$ cat config.mk
export PLATFORM = sky130hd
export DESIGN_NAME = axi_fault_monitor
export DESIGN_NICKNAME = d
export VERILOG_FILES = /design/src/rtl/axi_mon_pkg.sv /design/src/rtl/axi_mon_track_fifo.sv /design/src/rtl/axi_fault_monitor.sv
export SDC_FILE = /design/constraint.sdc
export NUM_CORES = 1
export LEC_CHECK = 0
export ABC_AREA = 1
export CAP_MARGIN = 20
export CELL_PAD_IN_SITES_DETAIL_PLACEMENT = 0
export CELL_PAD_IN_SITES_GLOBAL_PLACEMENT = 1
export CORE_UTILIZATION = 46
export DETAILED_ROUTE_END_ITERATION = 8
export HOLD_SLACK_MARGIN = 0.05
export PLACE_DENSITY = 0.82
export SLEW_MARGIN = 20
export SYNTH_ARGS = -nofsm -noshare
export SYNTH_HDL_FRONTEND = slang
export SYNTH_SLANG_ARGS = --single-unit
$ cat constraint.sdc
create_clock -name i_clk -period 5.9 [get_ports i_clk]
set_input_delay 1.18 -clock i_clk [delete_from_list [all_inputs] [get_ports i_clk]]
set_output_delay 1.18 -clock i_clk [all_outputs]
set_load 0.05 [all_outputs]
$ cat src/rtl/axi_mon_pkg.sv
// Shared types and constants for the AXI access-fault monitor.
package axi_mon_pkg;

    // Cause codes, listed from "no fault" to "tracker overflow".
    typedef enum logic [2:0] {
        CAUSE_NONE     = 3'd0,
        CAUSE_RRESP    = 3'd1,
        CAUSE_BRESP    = 3'd2,
        CAUSE_RTIMEOUT = 3'd3,
        CAUSE_WTIMEOUT = 3'd4,
        CAUSE_RUNEXP   = 3'd5,
        CAUSE_BUNEXP   = 3'd6,
        CAUSE_OVERFLOW = 3'd7
    } fault_cause_e;

    localparam logic [1:0] AXI_RESP_OKAY   = 2'b00;
    localparam logic [1:0] AXI_RESP_EXOKAY = 2'b01;
    localparam logic [1:0] AXI_RESP_SLVERR = 2'b10;
    localparam logic [1:0] AXI_RESP_DECERR = 2'b11;

    // Default-width tracking entry; the top mirrors this layout at its own
    // ADDR_W/ID_W parameters because a package type cannot be parametrised.
    localparam int TRACK_ADDR_W = 32;
    localparam int TRACK_ID_W   = 4;

    typedef struct packed {
        logic [TRACK_ADDR_W-1:0] addr;
        logic [TRACK_ID_W-1:0]   id;
    } track_entry_t;

    // Anything other than OKAY (including EXOKAY) is treated as a fault.
    function automatic logic resp_is_error(input logic [1:0] resp);
        return resp != AXI_RESP_OKAY;
    endfunction

endpackage

$ cat src/rtl/axi_mon_track_fifo.sv
// In-order tracker FIFO holding the outstanding {addr, id} entries of one
// AXI direction. A push into a full FIFO is dropped unless a pop happens in
// the same cycle; a pop from an empty FIFO is ignored.
module axi_mon_track_fifo #(
    parameter int WIDTH = 36,
    parameter int DEPTH = 4
) (
    input  logic             clk,
    input  logic             rst_n,
    input  logic             push,
    input  logic             pop,
    input  logic [WIDTH-1:0] din,
    output logic             full,
    output logic             empty,
    output logic [WIDTH-1:0] head
);

    localparam int PW = $clog2(DEPTH);

    logic [WIDTH-1:0] mem [DEPTH];
    logic [PW:0]      wr_ptr;
    logic [PW:0]      rd_ptr;
    logic             do_push;
    logic             do_pop;

    // Pointers carry one wrap bit so full and empty are distinguishable.
    assign empty   = (wr_ptr == rd_ptr);
    assign full    = (wr_ptr[PW] != rd_ptr[PW]) && (wr_ptr[PW-1:0] == rd_ptr[PW-1:0]);
    assign do_pop  = pop && !empty;
    assign do_push = push && (!full || do_pop);
    assign head    = mem[rd_ptr[PW-1:0]];

    // Advance the read and write pointers on accepted pops and pushes.
    always_ff @(posedge clk or negedge rst_n) begin
        if (!rst_n) begin
            wr_ptr <= '0;
            rd_ptr <= '0;
        end else begin
            if (do_push) wr_ptr <= wr_ptr + 1'b1;
            if (do_pop)  rd_ptr <= rd_ptr + 1'b1;
        end
    end

    // Entry storage needs no reset; only slots behind the pointers are read.
    always_ff @(posedge clk) begin
        if (do_push) mem[wr_ptr[PW-1:0]] <= din;
    end

endmodule

$ cat src/rtl/axi_fault_monitor.sv
// Passive AXI4 access-fault monitor: tracks outstanding reads and writes,
// flags error responses, timeouts, unexpected responses and tracker
// overflow, and keeps the first fault as a sticky record.
module axi_fault_monitor #(
    parameter int ADDR_W    = 32,
    parameter int ID_W      = 4,
    parameter int DEPTH     = 4,
    parameter int TIMEOUT   = 1024,
    parameter int SIM_FATAL = 0
) (
    input  logic              i_clk,
    input  logic              i_rst_n,
    input  logic              awvalid,
    input  logic              awready,
    input  logic [ADDR_W-1:0] awaddr,
    input  logic [ID_W-1:0]   awid,
    input  logic              bvalid,
    input  logic              bready,
    input  logic [1:0]        bresp,
    input  logic [ID_W-1:0]   bid,
    input  logic              arvalid,
    input  logic              arready,
    input  logic [ADDR_W-1:0] araddr,
    input  logic [ID_W-1:0]   arid,
    input  logic              rvalid,
    input  logic              rready,
    input  logic              rlast,
    input  logic [1:0]        rresp,
    input  logic [ID_W-1:0]   rid,
    input  logic              fault_clr,
    output logic              access_fault,
    output logic              fault_valid,
    output logic [2:0]        fault_cause,
    output logic [ADDR_W-1:0] fault_addr,
    output logic [ID_W-1:0]   fault_id,
    output logic [1:0]        fault_resp,
    output logic [15:0]       fault_cnt
);

    import axi_mon_pkg::*;

    localparam int TW = $clog2(TIMEOUT) + 1;
    localparam logic [TW-1:0] TO_LAST = TW'(TIMEOUT - 1);

    typedef struct packed {
        logic [ADDR_W-1:0] addr;
        logic [ID_W-1:0]   id;
    } entry_t;

    typedef struct packed {
        fault_cause_e      cause;
        logic [ADDR_W-1:0] addr;
        logic [ID_W-1:0]   id;
        logic [1:0]        resp;
    } record_t;

    entry_t        rd_din, rd_head, wr_din, wr_head;
    logic          rd_full, rd_empty, wr_full, wr_empty;
    logic          r_push, r_beat, r_pop, w_push, w_beat, w_pop;
    logic [TW-1:0] r_to_cnt, w_to_cnt;
    logic          r_to_fired, w_to_fired;
    logic          det_rresp, det_bresp, det_rto, det_wto;
    logic          det_runexp, det_bunexp, det_rovf, det_wovf;
    logic [7:0]    det_vec;
    logic          any_det;
    logic [3:0]    n_det;
    logic [16:0]   cnt_sum;
    logic [15:0]   cnt_next;
    record_t       new_rec, rec_q;

    assign r_push = arvalid && arready;
    assign r_beat = rvalid && rready;
    assign r_pop  = r_beat && rlast;
    assign w_push = awvalid && awready;
    assign w_beat = bvalid && bready;
    assign w_pop  = w_beat;

    assign rd_din = '{addr: araddr, id: arid};
    assign wr_din = '{addr: awaddr, id: awid};

    axi_mon_track_fifo #(.WIDTH($bits(entry_t)), .DEPTH(DEPTH)) u_rd_fifo (
        .clk   (i_clk),
        .rst_n (i_rst_n),
        .push  (r_push),
        .pop   (r_pop),
        .din   (rd_din),
        .full  (rd_full),
        .empty (rd_empty),
        .head  (rd_head)
    );

    axi_mon_track_fifo #(.WIDTH($bits(entry_t)), .DEPTH(DEPTH)) u_wr_fifo (
        .clk   (i_clk),
        .rst_n (i_rst_n),
        .push  (w_push),
        .pop   (w_pop),
        .din   (wr_din),
        .full  (wr_full),
        .empty (wr_empty),
        .head  (wr_head)
    );

    // An error response needs a tracked head to blame; with nothing
    // outstanding the beat is reported as unexpected instead.
    assign det_rresp  = r_beat && !rd_empty && resp_is_error(rresp);
    assign det_bresp  = w_beat && !wr_empty && resp_is_error(bresp);
    assign det_runexp = r_beat && rd_empty;
    assign det_bunexp = w_beat && wr_empty;
    assign det_rovf   = r_push && rd_full && !r_pop;
    assign det_wovf   = w_push && wr_full && !w_pop;
    assign det_rto    = !rd_empty && (r_to_cnt == TO_LAST) && !r_to_fired;
    assign det_wto    = !wr_empty && (w_to_cnt == TO_LAST) && !w_to_fired;

    assign det_vec  = {det_bresp, det_rresp, det_wto, det_rto,
                       det_bunexp, det_runexp, det_rovf, det_wovf};
    assign any_det  = |det_vec;
    assign n_det    = 4'($countones(det_vec));
    assign cnt_sum  = {1'b0, fault_cnt} + 17'(n_det);
    assign cnt_next = cnt_sum[16] ? 16'hFFFF : cnt_sum[15:0];

    // Read wait counter: idle while empty, restarted by every R beat,
    // parked at the limit once reached.
    always_ff @(posedge i_clk or negedge i_rst_n) begin
        if (!i_rst_n) begin
            r_to_cnt <= '0;
        end else if (rd_empty || r_beat) begin
            r_to_cnt <= '0;
        end else if (r_to_cnt != TO_LAST) begin
            r_to_cnt <= r_to_cnt + 1'b1;
        end
    end

    // Write wait counter, same behaviour driven by B beats.
    always_ff @(posedge i_clk or negedge i_rst_n) begin
        if (!i_rst_n) begin
            w_to_cnt <= '0;
        end else if (wr_empty || w_beat) begin
            w_to_cnt <= '0;
        end else if (w_to_cnt != TO_LAST) begin
            w_to_cnt <= w_to_cnt + 1'b1;
        end
    end

    // Remember that the current heads already timed out so each is
    // reported once, until it finally pops.
    always_ff @(posedge i_clk or negedge i_rst_n) begin
        if (!i_rst_n) begin
            r_to_fired <= 1'b0;
            w_to_fired <= 1'b0;
        end else begin
            if (rd_empty || r_pop) r_to_fired <= 1'b0;
            else if (det_rto)      r_to_fired <= 1'b1;
            if (wr_empty || w_pop) w_to_fired <= 1'b0;
            else if (det_wto)      w_to_fired <= 1'b1;
        end
    end

    // Pick the record for this cycle's highest-priority fault; when both
    // directions overflow together the read side is kept.
    always_comb begin
        new_rec = '0;
        if (det_bresp) begin
            new_rec = '{cause: CAUSE_BRESP, addr: wr_head.addr, id: wr_head.id, resp: bresp};
        end else if (det_rresp) begin
            new_rec = '{cause: CAUSE_RRESP, addr: rd_head.addr, id: rd_head.id, resp: rresp};
        end else if (det_wto) begin
            new_rec = '{cause: CAUSE_WTIMEOUT, addr: wr_head.addr, id: wr_head.id, resp: 2'b00};
        end else if (det_rto) begin
            new_rec = '{cause: CAUSE_RTIMEOUT, addr: rd_head.addr, id: rd_head.id, resp: 2'b00};
        end else if (det_bunexp) begin
            new_rec = '{cause: CAUSE_BUNEXP, addr: '0, id: bid, resp: 2'b00};
        end else if (det_runexp) begin
            new_rec = '{cause: CAUSE_RUNEXP, addr: '0, id: rid, resp: 2'b00};
        end else if (det_rovf) begin
            new_rec = '{cause: CAUSE_OVERFLOW, addr: araddr, id: arid, resp: 2'b00};
        end else if (det_wovf) begin
            new_rec = '{cause: CAUSE_OVERFLOW, addr: awaddr, id: awid, resp: 2'b00};
        end
    end

    // Pulse, counter and sticky record; a fault arriving with fault_clr
    // survives the clear.
    always_ff @(posedge i_clk or negedge i_rst_n) begin
        if (!i_rst_n) begin
            access_fault <= 1'b0;
            fault_valid  <= 1'b0;
            fault_cnt    <= '0;
            rec_q        <= '0;
        end else begin
            access_fault <= any_det;
            if (fault_clr) begin
                fault_cnt   <= {12'd0, n_det};
                fault_valid <= any_det;
                rec_q       <= new_rec;
            end else begin
                fault_cnt <= cnt_next;
                if (!fault_valid && any_det) begin
                    fault_valid <= 1'b1;
                    rec_q       <= new_rec;
                end
            end
        end
    end

    assign fault_cause = rec_q.cause;
    assign fault_addr  = rec_q.addr;
    assign fault_id    = rec_q.id;
    assign fault_resp  = rec_q.resp;

`ifndef SYNTHESIS
    generate
        if (SIM_FATAL != 0) begin : g_sim_fatal
            // Stop simulation at the first captured fault when requested.
            always @(posedge i_clk) begin
                if (i_rst_n && any_det)
                    $fatal(1, "axi_fault_monitor: fault cause %0d", new_rec.cause);
            end
        end
    endgenerate
`endif

endmodule

==> reports/metrics.cfg, run 1 <==
[floorplanning]
chipWidth_um = 196
die_area_um2 = 38600
coreArea_um2 = 36900
row_count = 70
start_util_pct = 47.2
die_h_um = 196
ios = 155

[setup_path]
worst-path-stages = 21
worstPathCellList = clkdlybuf4s50_1 -> o211ai_4 -> inv_2 -> fa_1 -> inv_1 -> fa_1 -> inv_1 -> fa_1 -> ha_1 -> inv_1 -> fa_1 -> fa_1 -> o21ai_1 -> nand2_1 -> nor2_1 -> nand2_1 -> nor2_1 -> nand2_1 -> inv_1 -> o21ai_0 -> inv_1
cp-start-kind = primary input
critPathSlowestCell = fa_1
ff2ff_path_depth = 25
path_class = in -> reg
path_delay_family = adder cells
crit_required_ns = 6.37
arrival_ns = 5.99
critPathMaxStageDelay_ns = 0.54
crit_fanout = 6
crit_buf_inv = 7
worstSetupEndpointType = flip-flop

[sta]
fmax_mhz = 181
finalHoldViolCount = 0
grt_setup_unrepaired = no
fin_crit_ns = 5.52
finalSetupViolCount = 0
fin_ws_ns = 0.380
tightest_slew_ns = 0.892
max_slew_margin_pct = 40.4
fin_crit_sh_pct = 93.6
fin_worst_skew_ns = 0.0120
finalMaxSlewViolations = 0
fin_setup_tns_ns = 0

[clocking]
clockBufferDepth = 3
cts_buffers = 40
clk_pin_slew_ns = 0.06
tritoncts = yes
htree_levels = 2
post_cts_buffers = 0
cts_hold_buf = 0
cts_root_buf = clkbuf_16
cts_resized = 0
clock-sinks = 383
insertion_delay_ns = 0.54

[hold_path]
hold_path.class = reg -> reg
min_path_cells = 2

[route]
drtIter0Drc = 1159
vias = 12800
antenna_left = 0
detail_route.first_pass.iterations = 6
wl_per_cell_um = 19.3
drcViolationCount = 0
wl_um = 45900
via_per_inst = 5.39

[synth]
synth_fp_nets = 1811
synth_cell_types = 40
avgSynthCellArea_um2 = 10.3
ys_async_sr_fraction_pct = 24.8
syn_inst = 1690
synth_top_cell_by_area = edfxtp_1
synthFlopType = edfxtp_1
ys_seq_elements = 383
synthTopCellsByArea = edfxtp_1, dfrtp_1, nand2_1
syn_area_um2 = 17400
synth_seq_area_share_pct = 63.4
yosysTopAreaCellShare_pct = 49.7
yosys_warnings = 0
synth_edf_count = 288

[placement]
post-dp-hpwl_um = 30100
dp.cells = 2304
port_buffers = 154
globalplace.congestion = 0.887
post-place-ws_ns = -0.234

[run_status]
status = completed

[global_routing]
track_usage_pct = 23.9
antenna_found_initial = 7
grt-ovfl-total = 0
grt_pass1_vias = 12200
grt_max_degree = 74
grt_pass1_wl_um = 70900

[layout]
final_core_util_pct = 56.4
syn_to_final_growth_pct = 19.5
drive_above_1_share_pct = 8.22
nFillCells = 3195
fin_cells = 2381
nets = 1963

[power_and_ir_drop]
power.density_nw_per_um2 = 461
power.total_mw = 9.58
peakVddDrop_mv = 0.231
leakagePower_nw = 8.14

[run]
drv_cap = 0

cell families after synthesis:
| logic type | share of synthesized area (%) |
|---|---|
| AOI/OAI and AO/OA | 10.4 |
| xor gates and xnor gates | 1.11 |
| buffers and inverters | 4.65 |
| and+or+nand+nor | 18.4 |
| adders and majority gates | 2.01 |
| DFF | 63.4 |
stage by stage:
stage | hold slack [ns] | area, um2
global route | 0.503 | 20800
detailed placement | 0.475 | 19500
global placement | 0.471 | 19500
floorplan | 0.463 | 17400
finish | 0.488 | 20800
CTS | 0.493 | 20800
worst register-to-register path: stages (launching register included):
cell and delay [ns]:
dfrtp_1 0.39, inv_1 0.12, nand2_1 0.10, nand2_2 0.09, inv_1 0.11, nand3_4 0.16
nand3_4 0.18, inv_4 0.07, fa_1 0.55, inv_1 0.05, fa_1 0.50, inv_1 0.07
fa_1 0.54, ha_1 0.16, inv_1 0.05, fa_1 0.50, fa_1 0.43, o21ai_1 0.21
nand2_1 0.07, nor2_1 0.16, nand2_1 0.12, nor2_1 0.15, nand2_1 0.19, inv_1 0.12
o21ai_0 0.09, inv_1 0.08
flip-flops by register name, indices dropped and copies added (netlist names):
signal / cells
access_fault: 1
fault_addr: 32
fault_cause: 3
fault_cnt: 16
fault_id: 4
fault_resp: 2
fault_valid: 1
r_to_cnt: 11
r_to_fired: 1
u_rd_fifo.mem: 144
u_rd_fifo.rd_ptr: 3
u_rd_fifo.wr_ptr: 3
u_wr_fifo.mem: 144
u_wr_fifo.rd_ptr: 3
u_wr_fifo.wr_ptr: 3
w_to_cnt: 11
w_to_fired: 1
report_power, final:
part	internal [mW]	switching (mW)	total, mW
registers	3.36	0.243	3.60
logic	1.10	2.43	3.53
clock network	1.42	1.02	2.44
cell type report:
cell class,instances,area (um2),area share [%]
Sequential cell,383,11000,53.1
Multi-Input combinational cell,1124,5630,27.1
Timing Repair Buffer,194,1840,8.85
Clock buffer,55,1120,5.38
Tap cell,504,631,3.03
Inverter,99,374,1.80
Clock inverter,19,158,0.758
Antenna cell,3,7.51,0.0361
routing by layer:
metal	global-route usage, %	wire, um
met5	0	45
met3	4.19	2950
met1	34.6	20900
met2	37.3	21100
met4	6.22	943
cell usage after synthesis (4+ instances only):
cell	n
xnor2_1	5
edfxtp_1	288
ha_1	20
o21ai_0	112
a21oi_1	106
nor2_2	7
dfrtp_1	95
nor3_1	9
nand3_1	87
o21ai_1	7
inv_2	7
fa_1	5
nand3_2	6
a32o_1	31
o22ai_1	41
a31oi_1	7
nand3_4	4
nand2_2	4
buf_4	7
xor2_1	17
clkbuf_1	45
nor2_1	201
nand4_1	9
buf_6	9
nand2_1	425
inv_1	91
nor2_4	4
buf_2	20
layout by cell type (no fill, tap or decap), types with 10 or more instances in the layout:
cell type | netlist | final
clkbuf_16 | 0 | 41
o21ai_0 | 112 | 111
edfxtp_1 | 288 | 288
buf_4 | 7 | 41
nand2_1 | 425 | 425
xor2_1 | 17 | 17
nand3_1 | 87 | 87
nor2_1 | 201 | 192
clkdlybuf4s50_1 | 0 | 153
nor2_4 | 4 | 13
a32o_1 | 31 | 31
clkbuf_1 | 45 | 10
ha_1 | 20 | 20
inv_1 | 91 | 89
a21oi_1 | 106 | 106
dfrtp_1 | 95 | 93
o22ai_1 | 41 | 41
final timing paths:
path / from / to / slack, ns
worst min register to register: fault_addr[26]$_DFFE_PN0P_ / fault_addr[26]$_DFFE_PN0P_ / 0.49
worst min-delay path: fault_addr[26]$_DFFE_PN0P_ / fault_addr[26]$_DFFE_PN0P_ / 0.49
max in group asynchronous: i_rst_n / fault_cnt[1]$_DFF_PN0_ / 4.10
min in group asynchronous: i_rst_n / fault_addr[28]$_DFFE_PN0P_ / 0.70
worst max-delay path: bresp[0] / fault_cnt[10]$_DFF_PN0_ / 0.38
worst max register to register: u_wr_fifo.wr_ptr[0]$_DFFE_PN0P_ / fault_cnt[10]$_DFF_PN0_ / 0.58
No activity file was read; power rests on OpenSTA's default activity.
==> run 2: changes to the inputs <==
- RECOVER_POWER: not set -> 50
==> run 2 against run 1 <==
The flow now finishes with violations (capacitance limit, slew limit). Utilization hardly changed. Final area hardly changed. Sequential power hardly changed. Maximum frequency hardly changed. Global-route usage stayed put. Sequential share of layout area hardly changed. First-iteration DRC count is 3.2% higher. Final cell count is 0.21% higher. Combinational power hardly changed. Non-clock buffer count stayed put. Count of clock-buffer cells in the layout stayed put. Critical path type unchanged. Critical endpoint unchanged. Highest routed layer unchanged.
==> reports/metrics.cfg, run 2 (synthesis results as in run 1) <==
[setup_path]
path_class = in -> reg
r2r_end = fault_cnt[10]$_DFF_PN0_
worstPathCellList = clkdlybuf4s50_1 -> o211ai_4 -> inv_2 -> fa_1 -> inv_1 -> fa_1 -> inv_1 -> fa_1 -> ha_1 -> inv_1 -> fa_1 -> fa_1 -> o21ai_1 -> nand2_1 -> nor2_1 -> nand2_1 -> nor2_1 -> nand2_1 -> inv_1 -> o21ai_0 -> inv_1
path_delay_family = adder cells
crit_required_ns = 6.37
r2r_start = u_wr_fifo.wr_ptr[0]$_DFFE_PN0P_
cp-start-kind = primary input
worstSetupEndpointType = flip-flop
critPathMaxStageDelay_ns = 0.54
crit_fanout = 6
crit_buf_inv = 7
ff2ff_path_depth = 25
r2r_slack_ns = 0.58
arrival_ns = 5.98
critPathSlowestCell = fa_1

[clocking]
cts_buffers = 40
htree_levels = 2
post_cts_buffers = 0
tritoncts = yes
cts_root_buf = clkbuf_16
cts_hold_buf = 0
clock-sinks = 383
cts_resized = 0
clk_pin_slew_ns = 0.06
clockBufferDepth = 3
insertion_delay_ns = 0.54

[placement]
post-place-ws_ns = -0.234
port_buffers = 154
post-dp-hpwl_um = 30100
globalplace.congestion = 0.887
place_area_um2 = 19500

[hold_path]
hp-start = fault_addr[26]$_DFFE_PN0P_
min_to = fault_addr[26]$_DFFE_PN0P_
min_path_cells = 2
hold_path.class = reg -> reg

[global_routing]
grt_pass1_wl_um = 70900
track_usage_pct = 23.9
grt_max_degree = 74
grt_pass1_vias = 12200
antenna_found_initial = 14
grt-ovfl-total = 0

[layout]
final_core_util_pct = 56.3
finish.instance_area_um2 = 20800
nets = 1963
syn_to_final_growth_pct = 19.5
drive_above_1_share_pct = 7.90
layout_commonest_cell = nand2_1
final_cell_mix = nand2_1, edfxtp_1, nor2_1

[floorplanning]
row_count = 70
start_util_pct = 47.2
ios = 155
coreArea_um2 = 36900
die_area_um2 = 38600
chipWidth_um = 196
die_h_um = 196

[route]
wl_per_cell_um = 19.3
drtIter0Drc = 1196
wl_um = 45900
drcViolationCount = 0
vias = 12800
via_per_inst = 5.34
antenna_left = 0
detail_route.first_pass.iterations = 6

[power_and_ir_drop]
peakVddDrop_mv = 0.231
power.density_nw_per_um2 = 461
power.total_mw = 9.57
leakagePower_nw = 8.14

[sta]
finalMaxSlewViolations = 53
fin_crit_ns = 5.52
fin_worst_skew_ns = 0.0118
fin_ws_ns = 0.382
fmax_mhz = 181
fin_crit_sh_pct = 93.5
max_slew_margin_pct = -108
finalHoldViolCount = 0
grt_setup_unrepaired = no
tightest_slew_ns = 3.11
finalSetupViolCount = 0

[run_status]
violations = capacitance limit, slew limit
status = complete, but fails checks

[run]
drv_cap = 1

==> run 2: how the worst max path moves through the flow <==
| stage | from | to | slack (ns) | depth (start not counted) |
|---|---|---|---|---|
| floorplan | rvalid | fault_cnt[10]$_DFF_PN0_ | 0.48 | 22 |
| global placement | bresp[0] | fault_cnt[10]$_DFF_PN0_ | -0.22 | 21 |
| detailed placement | bresp[0] | fault_cnt[10]$_DFF_PN0_ | -0.23 | 21 |
| CTS | bresp[0] | fault_cnt[10]$_DFF_PN0_ | 0.28 | 21 |
| global route | bresp[0] | fault_cnt[14]$_DFF_PN0_ | 0.08 | 20 |
| finish | bresp[0] | fault_cnt[10]$_DFF_PN0_ | 0.38 | 21 |
==> run 2: worst register-to-register path: cells and delay by family (launching register included) <==
family                   cells  cell delay (ns)
AND/OR/NAND/NOR              9             1.21
adder cells (fa/ha/maj)      6             2.68
flip-flops                   1             0.39
buffers and inverters        8             0.67
AO/OA/AOI/OAI                2             0.30
==> run 2: final cells by class <==
type,count,area (um2)
diodes,8,20.0
clock buffers,55,1120
clock inverters,19,158
fillers,3199,16100
inverters,99,374
multi-input cells,1124,5620
flip-flops and latches,383,11000
well taps,504,631
repair buffers,194,1820
==> run 2: per-stage QoR <==
step | hold slack (ns) | std cells | setup TNS (ns)
4_1_cts | 0.493 | 2378 | 0
3_5_place_dp | 0.475 | 2304 | -2.41
3_3_place_gp | 0.471 | 2304 | -2.57
2_1_floorplan | 0.463 | 1690 | 0
6_report | 0.489 | 2386 | 0
5_1_grt | 0.503 | 2382 | 0
==> run 2: where the power goes <==
group          leakage [nW]  switching, mW  internal (mW)
Sequential             3.82          0.243           3.36
Clock                 0.628           1.03           1.42
Combinational          3.69           2.43           1.09
==> run 2: layer usage <==
| layer | vias to the layer above | part of all wire (%) | global-route usage [%] |
|---|---|---|---|
| met4 | 10 | 2.1 | 6.22 |
| met1 | 6113 | 46 | 34.6 |
| met5 | - | 0.14 | 0 |
| met3 | 74 | 6.2 | 4.19 |
| li1 | 6153 | - | - |
| met2 | 403 | 46 | 37.3 |
==> run 3: changes to the inputs <==
- CAP_MARGIN: 20 -> not set
- GPL_ROUTABILITY_DRIVEN: not set -> 0
==> run 3 against run 2 <==
The run still ends with capacitance limit, slew limit left. Final cell count fell by 0.17%. First-iteration DRC count down 4.3%. Worst setup slack worse by 0.037 ns. Routed wire length grew 0.22%. Via count up 0.20%. Global-route usage up 0.15 points. Combinational power about the same. Largest power group unchanged.
==> reports/metrics.cfg, run 3 (synthesis results as in run 1) <==
[power_and_ir_drop]
power_frac_seq_pct = 37.1
p_clk_share_pct = 26.6
peakVddDrop_mv = 0.256
power.density_nw_per_um2 = 465
p_sw_mw = 3.73
leakagePower_nw = 8.18
switching_share_pct = 38.4
internal-power_mw = 5.98
power_frac_comb_pct = 36.3
power.total_mw = 9.71

[sta]
max_slew_margin_pct = -97.2
finalMaxSlewViolations = 51
hold-worst-slack_ns = 0.481
fin_ws_ns = 0.345
fin_worst_skew_ns = 0.0234
fin_setup_tns_ns = 0
tightest_slew_ns = 2.96
fmax_mhz = 180
finalSetupViolCount = 0
fin_crit_sh_pct = 94.1
grt_setup_unrepaired = no
fin_crit_ns = 5.55
finalHoldViolCount = 0

[route]
dr_wl_met3_um = 3410
detail_route.first_pass.iterations = 7
vias = 12800
wl_um = 46000
routed.top_layer = met5
wl_per_cell_um = 19.3
antenna_left = 0
via_per_inst = 5.36
drtIter0Drc = 1144
routed-wl-met2_um = 20800
m1WireLength_um = 20900
drcViolationCount = 0

[layout]
syn_to_final_growth_pct = 20.0
layout_commonest_cell = nand2_1
finish.instance_area_um2 = 20900
fin_cells = 2382
final_core_util_pct = 56.6
drive_above_1_share_pct = 8.28
nets = 1963
nFillCells = 3150
final_cell_mix = nand2_1, edfxtp_1, nor2_1

[placement]
dp.cells = 2304
post-dp-hpwl_um = 30000
place_area_um2 = 19500
post-place-ws_ns = -0.286
port_buffers = 154

[global_routing]
grt-ovfl-total = 0
track_usage_pct = 24.0
grt_pass1_wl_um = 71000
antenna_found_initial = 11
grt_pass1_vias = 12200
grt_max_degree = 74

[clocking]
clock-sinks = 383
htree_levels = 2
clk_pin_slew_ns = 0.06
cts_hold_buf = 0
tritoncts = yes
cts_root_buf = clkbuf_16
cts_buffers = 40
clockBufferDepth = 3
insertion_delay_ns = 0.54

[run]
drv_cap = 1

[floorplanning]
ios = 155
die_h_um = 196
die_area_um2 = 38600
row_count = 70
chipWidth_um = 196
coreArea_um2 = 36900
start_util_pct = 47.2

[hold_path]
min_path_cells = 2
hold_path.class = reg -> reg

[setup_path]
worstPathCellList = clkdlybuf4s50_1 -> o211ai_4 -> inv_2 -> fa_1 -> inv_1 -> fa_1 -> inv_1 -> fa_1 -> ha_1 -> inv_1 -> fa_1 -> fa_1 -> o21ai_1 -> nand2_1 -> nor2_1 -> nand3_1 -> nor2_1 -> nand2_1 -> o21ai_0 -> o21ai_0 -> inv_1
worst-path-stages = 21
cpMostUsedCell = fa_1
ff2ff_path_depth = 25
critPathMaxStageDelay_ns = 0.56
crit_buf_inv = 6
cp-start-kind = primary input
path_delay_family = adder cells
worstSetupEndpointType = flip-flop
crit_required_ns = 6.36
crit_fanout = 8
arrival_ns = 6.01
path_class = in -> reg
critPathSlowestCell = fa_1

[run_status]
status = complete, but fails checks
violations = capacitance limit, slew limit

-- run 3: path summary, 6_finish.rpt --
kind / start / endpoint / slack, ns
worst max-delay path: bresp[0] / fault_cnt[7]$_DFF_PN0_ / 0.35
worst min-delay path: fault_addr[25]$_DFFE_PN0P_ / fault_addr[25]$_DFFE_PN0P_ / 0.48
max in group asynchronous: i_rst_n / u_rd_fifo.rd_ptr[0]$_DFFE_PN0P_ / 1.77
worst max register to register: w_to_cnt[1]$_DFFE_PN0P_ / fault_cnt[7]$_DFF_PN0_ / 0.53
worst min register to register: fault_addr[25]$_DFFE_PN0P_ / fault_addr[25]$_DFFE_PN0P_ / 0.48
min in group asynchronous: i_rst_n / fault_addr[28]$_DFFE_PN0P_ / 1.60
-- run 3: layer usage --
layer | up-vias | track usage (%)
li1 | 6127 | -
met1 | 6126 | 35.2
met2 | 457 | 37.0
met3 | 61 | 4.21
met4 | 8 | 6.63
met5 | - | 0
-- run 3: layout make-up --
cell class | count | area, um2 | area share (%)
Timing Repair Buffer | 194 | 1820 | 8.73
Clock buffer | 51 | 1120 | 5.38
Antenna cell | 6 | 15.0 | 0.0719
Inverter | 99 | 374 | 1.79
Tap cell | 504 | 631 | 3.02
Clock inverter | 21 | 234 | 1.12
Multi-Input combinational cell | 1124 | 5640 | 27.0
Sequential cell | 383 | 11000 | 52.8
-- run 3: timing repair --
item | in CTS | in global routing
buffers inserted | 0 | 0
endpoints found under the setup margin | 0 | 7
hold endpoints to repair | 0 | 0
resized for setup | 0 | 2
-- run 3: worst min-delay path: cells and delay by family, from the launching register on --
family	cells	cell delay [ns]
flops	1	0.34
simple gates	2	0.10
-- run 3: power groups by stage --
stage	clock [mW]	sequential, mW	combinational [mW]
after floorplan	0	4.09	1.96
after global placement	0	3.64	3.48
after detailed placement	0	3.65	3.54
after CTS	2.61	3.60	3.55
after global routing	2.71	3.64	3.87
final	2.58	3.60	3.53
